**config.mk**
```make
export PLATFORM = sky130hd
export DESIGN_NAME = pll_reconfig_sequencer
export DESIGN_NICKNAME = d
export VERILOG_FILES = /design/src/rtl/pll_reconfig_sequencer.sv
export SDC_FILE = /design/constraint.sdc
export NUM_CORES = 1
export LEC_CHECK = 0
export CORE_MARGIN = 4
export CORE_UTILIZATION = 44
export CTS_CLUSTER_DIAMETER = 120
export DETAILED_ROUTE_END_ITERATION = 10
export PLACE_DENSITY_LB_ADDON = 0.1
export SLEW_MARGIN = 20
export SYNTH_ARGS = -nofsm -noshare
export SYNTH_HDL_FRONTEND = slang
export SYNTH_SLANG_ARGS = --single-unit
```
**constraint.sdc**
```tcl
create_clock -name clk_clk -period 9.7 [get_ports clk_clk]
set_clock_uncertainty 0.15 [all_clocks]
set_input_delay 1.94 -clock clk_clk [delete_from_list [all_inputs] [get_ports clk_clk]]
set_output_delay 1.94 -clock clk_clk [all_outputs]
set_load 0.03 [all_outputs]
```
**src/rtl/pll_reconfig_sequencer.sv**
```systemverilog
// pll_reconfig_sequencer
//   Retunes PLL 0 through the reconfiguration block's Avalon-MM management
//   slave. One request carries new N, M and C0 counter words. The sequencer
//   writes mode, N, M, C0 and START, then polls status until done. It then
//   waits for a stable synchronized lock and returns a one-cycle response
//   with a result code.
//
// Ports
//   clk_clk, reset_reset      : clock, asynchronous active-high reset
//   req_valid/req_ready       : request handshake (ready only when idle)
//   req_n/req_m/req_c0        : 18-bit counter words {odd, bypass, hi[7:0], lo[7:0]}
//   rsp_valid/rsp_status      : completion pulse; 0 ok, 1 reconfig timeout, 2 lock timeout
//   busy                      : request accepted and not yet responded
//   mgmt_*                    : Avalon-MM master toward pll_reconfig_0
//   pll_locked                : raw PLL lock, asynchronous to clk_clk
module pll_reconfig_sequencer #(
    parameter int POLL_LIMIT   = 1024,
    parameter int LOCK_TIMEOUT = 1000000,
    parameter int LOCK_STABLE  = 16
) (
    input  logic        clk_clk,
    input  logic        reset_reset,
    input  logic        req_valid,
    output logic        req_ready,
    input  logic [17:0] req_n,
    input  logic [17:0] req_m,
    input  logic [17:0] req_c0,
    output logic        rsp_valid,
    output logic [1:0]  rsp_status,
    output logic        busy,
    output logic [5:0]  mgmt_address,
    output logic        mgmt_write,
    output logic        mgmt_read,
    output logic [31:0] mgmt_writedata,
    input  logic [31:0] mgmt_readdata,
    input  logic        mgmt_waitrequest,
    input  logic        pll_locked
);

    localparam int PW = $clog2(POLL_LIMIT + 1);
    localparam int SW = $clog2(LOCK_STABLE + 1);
    localparam int TW = $clog2(LOCK_TIMEOUT + 1);
    localparam logic [PW-1:0] POLL_MAX   = PW'(POLL_LIMIT);
    localparam logic [SW-1:0] STABLE_MAX = SW'(LOCK_STABLE);
    localparam logic [TW-1:0] TMO_MAX    = TW'(LOCK_TIMEOUT);

    typedef enum logic [3:0] {
        S_IDLE, S_WR_MODE, S_WR_N, S_WR_M, S_WR_C0, S_WR_START,
        S_RD_STATUS, S_POLL_GAP, S_WAIT_LOCK, S_RESP
    } state_t;

    state_t        state_q;
    logic [17:0]   n_q, m_q, c0_q;
    logic [PW-1:0] poll_q, poll_d;
    logic [SW-1:0] stable_q, stable_d;
    logic [TW-1:0] tmo_q, tmo_d;
    logic          req_ready_q, busy_q, rsp_valid_q;
    logic [1:0]    rsp_status_q;
    logic [5:0]    addr_q;
    logic [31:0]   wdata_q;
    logic          mwr_q, mrd_q;
    logic          lock_meta_q, lock_sync_q;
    logic          wr_done, rd_done, lock_hit, tmo_hit;

    // Only the done bit of the status word is meaningful.
    logic unused_ok;
    assign unused_ok = ^mgmt_readdata[31:1];

    // Two-flop synchronizer for the asynchronous lock indicator.
    always_ff @(posedge clk_clk or posedge reset_reset) begin
        if (reset_reset) begin
            lock_meta_q <= 1'b0;
            lock_sync_q <= 1'b0;
        end else begin
            lock_meta_q <= pll_locked;
            lock_sync_q <= lock_meta_q;
        end
    end

    // An access completes on the edge where the strobe is seen without a stall.
    assign wr_done = mwr_q & ~mgmt_waitrequest;
    assign rd_done = mrd_q & ~mgmt_waitrequest;

    // Saturating next values; a dropout in lock restarts the stability run.
    always_comb begin
        poll_d   = (poll_q == POLL_MAX) ? poll_q : poll_q + PW'(1);
        tmo_d    = (tmo_q == TMO_MAX) ? tmo_q : tmo_q + TW'(1);
        stable_d = '0;
        if (lock_sync_q)
            stable_d = (stable_q == STABLE_MAX) ? stable_q : stable_q + SW'(1);
        lock_hit = (stable_d == STABLE_MAX);
        tmo_hit  = (tmo_d == TMO_MAX);
    end

    always_ff @(posedge clk_clk or posedge reset_reset) begin
        if (reset_reset) begin
            state_q      <= S_IDLE;
            n_q          <= '0;
            m_q          <= '0;
            c0_q         <= '0;
            poll_q       <= '0;
            stable_q     <= '0;
            tmo_q        <= '0;
            req_ready_q  <= 1'b1;
            busy_q       <= 1'b0;
            rsp_valid_q  <= 1'b0;
            rsp_status_q <= 2'd0;
            addr_q       <= '0;
            wdata_q      <= '0;
            mwr_q        <= 1'b0;
            mrd_q        <= 1'b0;
        end else begin
            rsp_valid_q <= 1'b0;
            case (state_q)
                S_IDLE: begin
                    if (req_valid) begin
                        n_q         <= req_n;
                        m_q         <= req_m;
                        c0_q        <= req_c0;
                        poll_q      <= '0;
                        stable_q    <= '0;
                        tmo_q       <= '0;
                        req_ready_q <= 1'b0;
                        busy_q      <= 1'b1;
                        mwr_q       <= 1'b1;
                        addr_q      <= 6'h00;
                        wdata_q     <= 32'd1;          // polling mode
                        state_q     <= S_WR_MODE;
                    end
                end
                S_WR_MODE: begin
                    if (wr_done) begin
                        addr_q  <= 6'h03;
                        wdata_q <= {14'b0, n_q};
                        state_q <= S_WR_N;
                    end
                end
                S_WR_N: begin
                    if (wr_done) begin
                        addr_q  <= 6'h04;
                        wdata_q <= {14'b0, m_q};
                        state_q <= S_WR_M;
                    end
                end
                S_WR_M: begin
                    if (wr_done) begin
                        addr_q  <= 6'h05;
                        wdata_q <= {9'b0, 5'd0, c0_q};  // [22:18] selects C0
                        state_q <= S_WR_C0;
                    end
                end
                S_WR_C0: begin
                    if (wr_done) begin
                        addr_q  <= 6'h02;
                        wdata_q <= 32'd1;
                        state_q <= S_WR_START;
                    end
                end
                S_WR_START: begin
                    if (wr_done) begin
                        mwr_q   <= 1'b0;
                        mrd_q   <= 1'b1;
                        addr_q  <= 6'h01;
                        state_q <= S_RD_STATUS;
                    end
                end
                S_RD_STATUS: begin
                    if (rd_done) begin
                        poll_q <= poll_d;
                        mrd_q  <= 1'b0;
                        if (mgmt_readdata[0]) begin
                            state_q <= S_WAIT_LOCK;
                        end else if (poll_d == POLL_MAX) begin
                            rsp_valid_q  <= 1'b1;
                            rsp_status_q <= 2'd1;
                            state_q      <= S_RESP;
                        end else begin
                            state_q <= S_POLL_GAP;
                        end
                    end
                end
                S_POLL_GAP: begin
                    mrd_q   <= 1'b1;
                    state_q <= S_RD_STATUS;
                end
                S_WAIT_LOCK: begin
                    stable_q <= stable_d;
                    tmo_q    <= tmo_d;
                    // Lock is tested first so it wins a same-cycle tie.
                    if (lock_hit) begin
                        rsp_valid_q  <= 1'b1;
                        rsp_status_q <= 2'd0;
                        state_q      <= S_RESP;
                    end else if (tmo_hit) begin
                        rsp_valid_q  <= 1'b1;
                        rsp_status_q <= 2'd2;
                        state_q      <= S_RESP;
                    end
                end
                S_RESP: begin
                    req_ready_q <= 1'b1;
                    busy_q      <= 1'b0;
                    state_q     <= S_IDLE;
                end
                default: begin
                    mwr_q       <= 1'b0;
                    mrd_q       <= 1'b0;
                    req_ready_q <= 1'b1;
                    busy_q      <= 1'b0;
                    state_q     <= S_IDLE;
                end
            endcase
        end
    end

    assign req_ready      = req_ready_q;
    assign busy           = busy_q;
    assign rsp_valid      = rsp_valid_q;
    assign rsp_status     = rsp_status_q;
    assign mgmt_address   = addr_q;
    assign mgmt_write     = mwr_q;
    assign mgmt_read      = mrd_q;
    assign mgmt_writedata = wdata_q;

endmodule

```
==> impl_metrics.toml <==
[floorplan]
dieArea_um2 = 17200
pin_count = 136
num_rows = 44
die_h_um = 131.1
dieWidth_um = 131.1
core_um2 = 14700
start_util_pct = 45.39

[synth]
synth_top_area_share_pct = 46.14
async_flop_share_pct = 100.0
yosysSeqAreaShare_pct = 46.53
synth_edf_count = 0
yosysMostFrequentCell = "dfrtp_1"
synth_cell_types = 63
synth.avg_cell_area_um2 = 10.12
synthTopCellsByArea = "dfrtp_1 (46%), mux2_2 (15%), o21ai_0 (4.5%)"
yosys_warnings = 0
synthCells = 659
syn_area_um2 = 6671
synth_top_cell_by_area = "dfrtp_1"
synth_common_cells = "dfrtp_1 (123), mux2_2 (90), nor2_1 (60), o21ai_0 (60), nand2_1 (43)"
synth-main-ff-cell = "dfrtp_1"
ys_ff_latch = 124

[drt]
drt-initial-drc-count = 243
drtAntennaViolNets = 0
avgRoutedWirePerCell_um = 17.07
viasPerCell = 5.622
vias = 5167
wl_um = 15690
drcViolationCount = 0
firstDrtPassIters = 4

[layout]
n_fill_cell = 1297
diodes = 0
sequential_cell_area_um2 = 3104
multi_input_area_um2 = 3224
layout.nets = 819
area_growth_syn_to_layout_pct = 22.21
stdcell_count = 919
drive_above_1_share_pct = 19.46

[power_and_ir_drop]
p_int_mw = 1.544
ir_worst_vdd_mv = 0.1530
pwr-share-seq_pct = 34.6
p_per_area_nw_per_um2 = 287.3
leakage_nw = 3.469
p_switching_uw = 797.8
clkPwrFrac_pct = 28.6
p_comb_share_pct = 36.7
switching_share_pct = 34.06

[timing]
finalSetupTns_ns = 0
tightestPinTransition_ns = 0.9400
setup_viol_count_final = 0
period_needed_ns = 3.922
slew_violations = 0
max-slew-margin-rel_pct = 37.18
min_period_over_period_pct = 40.43
grt_setup_unrepaired = "false"
max_freq_mhz = 255.0
finalHoldViolCount = 0

[clocking]
cts_buffer_depth = 2
cts_tree = "done"
clk-insertion-delay-late_ns = 0.42
post-cts-setup-buffers = 0
postCtsHoldBufs = 0
cts.clk_slew.worst_paths_ns = 0.06
numCtsBuffers = 17
cts.sinks = 124
cts_max_level = 4
cts.repair.resized = 0
cts-root-buf = "clkbuf_16"

[global_routing]
track_usage_pct = 18.60
grt_pass1_vias = 5276
grt_max_degree = 67
overflow = 0
antenna_found_initial = 0
grt_pass1_wl_um = 26350

[critical_path]
cp.required_ns = 9.82
critPathArrivalTime_ns = 4.04
start_kind = "input port"
crit_type = "in -> reg"
endpoint_kind = "flip-flop"
critPathMaxFanout = 21

[outcome]
outcome = "completed"

[worst_hold_path]
hold_path.class = "reg -> reg"

[run]
max_cap_viol_count = 0

[place]
gp_congestion = 0.8672
dp_hpwl_um = 10450
dp.cells = 887
port_buffers = 87
[layout make-up]
type | instances | share of cell area, %
Clock buffer | 20 | 5.724
Clock inverter | 12 | 1.964
Inverter | 17 | 0.8134
Multi-Input combinational cell | 471 | 39.55
Sequential cell | 124 | 38.08
Tap cell | 184 | 2.824
Timing Repair Buffer | 91 | 11.05
[sequential cells by signal, indices dropped and copies added (netlist names), 2 cells and up]
signal	flops
poll_q	11
m_q	18
tmo_q	20
mgmt_address	3
n_q	18
c0_q	18
mgmt_writedata	18
stable_q	5
rsp_status	2
state_q	4
[metal layers]
layer	track usage (%)	up-vias	part of all wire, %
li1	-	2465	-
met1	22.14	2567	44
met2	31.11	123	49
met3	7.989	12	6.7
met4	5.018	0	0.93
met5	0	-	0
[power groups by stage]
stage               Clock (mW)  Sequential [mW]  Combinational (mW)
finish                   0.670            0.811               0.861
global route             0.710            0.836               0.944
CTS                      0.683            0.812               0.874
detailed placement           0            0.817               0.872
global placement             0            0.809               0.855
floorplan                    0            0.872               0.561
[kinds of logic (layout without fill, tap and decap cells)]
kind of cell | after synthesis | count (layout) | share of synthesized area [%]
multiplexers | 98 | 98 | 16.39
AND/OR/NAND/NOR | 194 | 194 | 14.76
AO/OA/AOI/OAI | 147 | 147 | 13.80
buffers and inverters | 80 | 140 | 6.151
other | 1 | 17 | 0.05621
flip-flops | 124 | 124 | 46.53
adder cells (fa/ha/maj) | 6 | 6 | 1.125
XOR/XNOR | 9 | 9 | 1.181
[worst paths after layout]
check	to	startpoint	slack [ns]	cells after the start
worst max-delay path	tmo_q[9]$_DFFE_PP0P_	req_valid	5.78	6
worst min-delay path	lock_sync_q$_DFF_PP0_	lock_meta_q$_DFF_PP0_	0.20	0
worst max register to register	tmo_q[9]$_DFFE_PP0P_	state_q[3]$_DFFE_PP0P_	6.39	5
worst min register to register	lock_sync_q$_DFF_PP0_	lock_meta_q$_DFF_PP0_	0.20	0
max in group asynchronous	tmo_q[6]$_DFFE_PP0P_	reset_reset	6.24	3
min in group asynchronous	n_q[13]$_DFFE_PP0P_	reset_reset	1.87	2
[placed cells by master (no fill, tap or decap), drive strengths merged, types with 7 or more instances in the layout]
cell | synthesis | layout
o21ai | 60 | 60
nand3 | 19 | 19
nand2b | 7 | 7
nand4 | 13 | 13
o31ai | 12 | 12
nand2 | 43 | 43
clkbuf | 31 | 20
a21oi | 21 | 21
clkdlybuf4s50 | 0 | 87
inv | 17 | 19
a31oi | 9 | 9
mux2 | 90 | 90
nor2 | 61 | 61
a22oi | 18 | 18
conb | 1 | 17
dfrtp | 123 | 123
mux2i | 8 | 8
and3 | 7 | 7
[per-stage QoR]
stage | setup slack [ns] | utilization, % | hold WS [ns] | total power [mW] | area (µm²)
finish | 5.778 | 55.46 | 0.1981 | 2.342 | 8153
global placement | 5.158 | 51.17 | 0.1860 | 1.664 | 7521
global route | 5.648 | 55.46 | 0.2064 | 2.490 | 8153
detailed placement | 5.120 | 51.17 | 0.1889 | 1.689 | 7521
CTS | 5.581 | 55.43 | 0.2013 | 2.369 | 8148
floorplan | 4.312 | - | 0.1812 | 1.433 | 6731
[worst max-delay path, stage by stage]
cell,delay (ns)
clkdlybuf4s50_1,0.60
nand2_1,0.10
or2_2,0.50
and2_1,0.49
o21ai_0,0.29
o31ai_1,0.11
No activity file was read; power rests on OpenSTA's default activity.
==> edit 1: new RTL, config.mk and constraints unchanged <==
Change the parameter `LOCK_TIMEOUT` from 1000000 to 500000.
--- a/src/rtl/pll_reconfig_sequencer.sv
+++ b/src/rtl/pll_reconfig_sequencer.sv
@@ -15,7 +15,7 @@
 //   pll_locked                : raw PLL lock, asynchronous to clk_clk
 module pll_reconfig_sequencer #(
     parameter int POLL_LIMIT   = 1024,
-    parameter int LOCK_TIMEOUT = 1000000,
+    parameter int LOCK_TIMEOUT = 500000,
     parameter int LOCK_STABLE  = 16
 ) (
     input  logic        clk_clk,
Function: no difference found for any inputs over 4 cycles, from zero or initial values and one cycle with reset_reset high; that may be too few to reach the edited logic, so the function may still have changed.
==> edit 1 against the unedited design <==
- sequential cell count down 1
- critical path depth unchanged
- final area hardly changed
- worst setup slack worse by 0.48 ns
- wire length is 4.8% higher
- power fell by 6.3%
- synthesized area fell by 0.13%
==> edit 1: results (changes against the unedited design) <==
| Metric | Value |
|---|---|
| Status | completed (unchanged) |
| First drt pass iteration count | 5 (was 4) |
| Metal3 WL | 811 um (was 1060 um) |
| Worst slew pin tran | 0.972 ns (was 0.940 ns) |
| Vias per Instance | 5.52 (was 5.62) |
| Max VDD drop | 0.000155 V (was 0.000153 V) |
| Met3 Usage GRT | 5.15% (was 7.99%) |
| First-pass GRT wire length | 27,700 um (was 26,400 um) |
| XOR/XNOR Fraction of Synth Area | 1.31% (was 1.18%) |
| Largest stage delay on the critical path | 0.76 ns (was 0.60 ns) |
| Lkg Pwr | 3.67 nW (was 3.47 nW) |
| Synth Area in Compound Gates | 14.0% (was 13.8%) |
| Post-Synth Adder-Cell Area | 1.13% (about the same) |
| Share of cells above drive strength 1 | 8.78% (was 19.5%) |
| Register area share after synthesis | 46.2% (was 46.5%) |
| Synth top area cells | dfrtp_1 (46%), nand2_1 (11%), o21ai_0 (4.7%) (was dfrtp_1 (46%), mux2_2 (15%), o21ai_0 (4.5%)) |
| Slowest CP cell | or4_1 (was clkdlybuf4s50_1) |
| Starting DRT DRC Count | 432 (was 243) |
| Multiplexer share of the synthesized area | 6.23% (was 16.4%) |
| Final HPWL from detailed placement | 10,800 um (was 10,500 um) |
| Met1 Usage GRT | 27.7% (was 22.1%) |
| Gpl congestion | 0.906 (was 0.867) |
| Global Route Usage Sum | 20.1% (was 18.6%) |
| Filler instances | 1,317 (was 1,297) |
| Fin nets | 938 (was 819) |
| Met2 Use GR | 31.6% (was 31.1%) |
| Most common cell in the netlist | nand2_1 (was dfrtp_1) |
| Max reg flops | 19 (was 20) |
[edit 1: path summary, 6_finish.rpt]
kind | start | end | slack, ns | cells after the start
worst min register to register | lock_meta_q$_DFF_PP0_ | lock_sync_q$_DFF_PP0_ | 0.21 | 0
worst max-delay path | mgmt_waitrequest | poll_q[1]$_DFFE_PP0P_ | 5.29 | 6
worst max register to register | state_q[1]$_DFFE_PP0P_ | poll_q[1]$_DFFE_PP0P_ | 6.34 | 6
min in group asynchronous | reset_reset | n_q[12]$_DFFE_PP0P_ | 1.87 | 2
worst min-delay path | lock_meta_q$_DFF_PP0_ | lock_sync_q$_DFF_PP0_ | 0.21 | 0
max in group asynchronous | reset_reset | mgmt_address[2]$_DFFE_PP0P_ | 6.23 | 3
[edit 1: metrics by stage]
stage	setup slack, ns	area (sq um)	hold WS (ns)	utilization [%]	cells
CTS	5.22	8140	0.209	55.4	1038
detailed placement	4.77	7560	0.198	51.4	1006
global placement	4.77	7560	0.191	51.4	1006
finish	5.29	8150	0.207	55.4	1038
floorplan	4.34	6720	0.181	-	792
global route	5.21	8150	0.217	55.4	1038
[edit 1: final cells by class]
type | instances | share of cell area (%)
Timing Repair Buffer | 93 | 11.2
Inverter | 19 | 0.906
Tap cell | 184 | 2.83
Multi-Input combinational cell | 587 | 40.1
Sequential cell | 123 | 37.8
Clock inverter | 11 | 1.77
Clock buffer | 21 | 5.40
[edit 1: logic make-up (layout without fill, tap and decap cells)]
logic type	after synthesis	count (layout)
AND/OR/NAND/NOR	364	364
AO/OA/AOI/OAI	151	151
flip-flops	123	123
buffers and inverters	82	144
multiplexers	39	39
XOR/XNOR	10	10
adder cells (fa/ha/maj)	6	6
other	1	17
[edit 1: power by group]
group          switching, W  internal (W)
Combinational      0.000448      0.000308
Sequential         0.000126      0.000677
Clock              0.000232      0.000404
==> edit 2: new RTL, same flow settings <==
Made on the original files. Put one more register stage on the output `rsp_status`, with the module's reset. The value now appears one clock later. The other outputs are not delayed to match.
--- a/src/rtl/pll_reconfig_sequencer.sv
+++ b/src/rtl/pll_reconfig_sequencer.sv
@@ -216,7 +216,13 @@
     assign req_ready      = req_ready_q;
     assign busy           = busy_q;
     assign rsp_valid      = rsp_valid_q;
-    assign rsp_status     = rsp_status_q;
+    always_ff @(posedge clk_clk or posedge reset_reset) begin
+        if (reset_reset) begin
+            rsp_status <= '0;
+        end else begin
+            rsp_status <= rsp_status_q;
+        end
+    end
     assign mgmt_address   = addr_q;
     assign mgmt_write     = mwr_q;
     assign mgmt_read      = mrd_q;
Check against the original RTL: same outputs for any inputs over 4 cycles, from zero or initial values and one cycle with reset_reset high; that may be too few to reach the edited logic, so the function may still have changed.
==> edit 2 against the unedited design <==
- synthesized area up 1.0%
- power up 0.19%
- first-iteration DRC count up 63%
- worst setup slack worse by 0.10 ns
- sequential cell count up 2
- final area up 0.87%
- wire length down 0.78%
- largest cell class unchanged
==> edit 2: results (changes against the unedited design) <==
| Metric | Value |
|---|---|
| Max VDD drop | 0.000185 V (was 0.000153 V) |
| Starting DRT DRC Count | 395 (was 243) |
| Multi-input comb cells | 482 (was 471) |
| FF+latch count | 126 (was 124) |
| Vias in the first global route | 5,293 (was 5,276) |
| Filler instances | 1,368 (was 1,297) |
| Final clock-cell share | 7.47% (was 7.69%) |
| DR vias | 5,215 (was 5,167) |
| Register area share after synthesis | 46.8% (was 46.5%) |
| Status | completed (unchanged) |
| R2r worst-path depth | 6 (was 5) |
| Seq power | 0.000852 W (was 0.000811 W) |
| Placed Instances | 901 (was 887) |
| DP Worst Slack | 5.23 ns (was 5.12 ns) |
| Synth top area cells | dfrtp_1 (46%), mux2_2 (9.7%), o21ai_0 (4.0%) (was dfrtp_1 (46%), mux2_2 (15%), o21ai_0 (4.5%)) |
| Vias per Instance | 5.60 (was 5.62) |
| First drt pass iteration count | 5 (was 4) |
| Fin nets | 833 (was 819) |
| Slowest CP cell | nand2_1 (was clkdlybuf4s50_1) |
| Largest net degree at the start of global routing | 75 (was 67) |
| Global Route Usage Sum | 18.3% (was 18.6%) |
| Rel. slew slack | 32.5% (was 37.2%) |
| First-pass GRT wire length | 26,000 um (was 26,400 um) |
| Cell Pwr Density | 285 mW/mm^2 (was 287 mW/mm^2) |
| Sw power | 0.000839 W (was 0.000798 W) |
| Synth Area per Inst | 10.0 sq um (was 10.1 sq um) |
| Lkg Pwr | 3.44 nW (was 3.47 nW) |
| Comb power | 0.000836 W (was 0.000861 W) |
| Fraction of area in multi-input gates | 39.6% (was 39.5%) |
| Buffer share of cell area | 11.0% (about the same) |
| Critical Path Fanout Max | 19 (was 21) |
edit 2: changes by cell type after synthesis, sizes merged, moves of 6 or more:
cell / before / now
a21oi: 21 / 36
mux2: 90 / 58
nand2: 43 / 56
nor2: 61 / 52
a22oi: 18 / 1
o31ai: 12 / 34
nor3: 6 / 12
mux2i: 8 / 19
edit 2: metrics by stage:
stage	cell area (sq um)	utilization [%]
after floorplan	6800	-
final	8220	55.7
after global placement	7610	51.6
after CTS	8220	55.7
after global routing	8220	55.7
after detailed placement	7610	51.6
edit 2: how the worst max path moves through the flow:
stage / startpoint / cells past startpoint / to / slack, ns
2_1_floorplan: reset_reset / 1 / busy$_DFFE_PP0P_ / 4.26
3_3_place_gp: mgmt_waitrequest / 7 / poll_q[0]$_DFFE_PP0P_ / 5.30
3_5_place_dp: mgmt_waitrequest / 7 / poll_q[0]$_DFFE_PP0P_ / 5.23
4_1_cts: mgmt_waitrequest / 7 / poll_q[0]$_DFFE_PP0P_ / 5.67
5_1_grt: mgmt_waitrequest / 7 / poll_q[0]$_DFFE_PP0P_ / 5.47
6_report: mgmt_waitrequest / 7 / poll_q[0]$_DFFE_PP0P_ / 5.68
edit 2: cells by family after synthesis:
family,synth area share (%)
AO/OA/AOI/OAI,16.4
XOR/XNOR,1.43
adder cells (fa/ha/maj),1.11
buffers and inverters,5.83
flip-flops,46.8
multiplexers,12.5
other,0.0556
AND/OR/NAND/NOR,15.8
edit 2: metal layers:
metal | vias up | share of wire (%) | global-route usage, %
li1 | 2525 | - | -
met1 | 2562 | 45 | 22.7
met2 | 115 | 48 | 30.3
met3 | 13 | 6.0 | 6.30
met4 | 0 | 1.1 | 5.43
met5 | - | 0 | 0
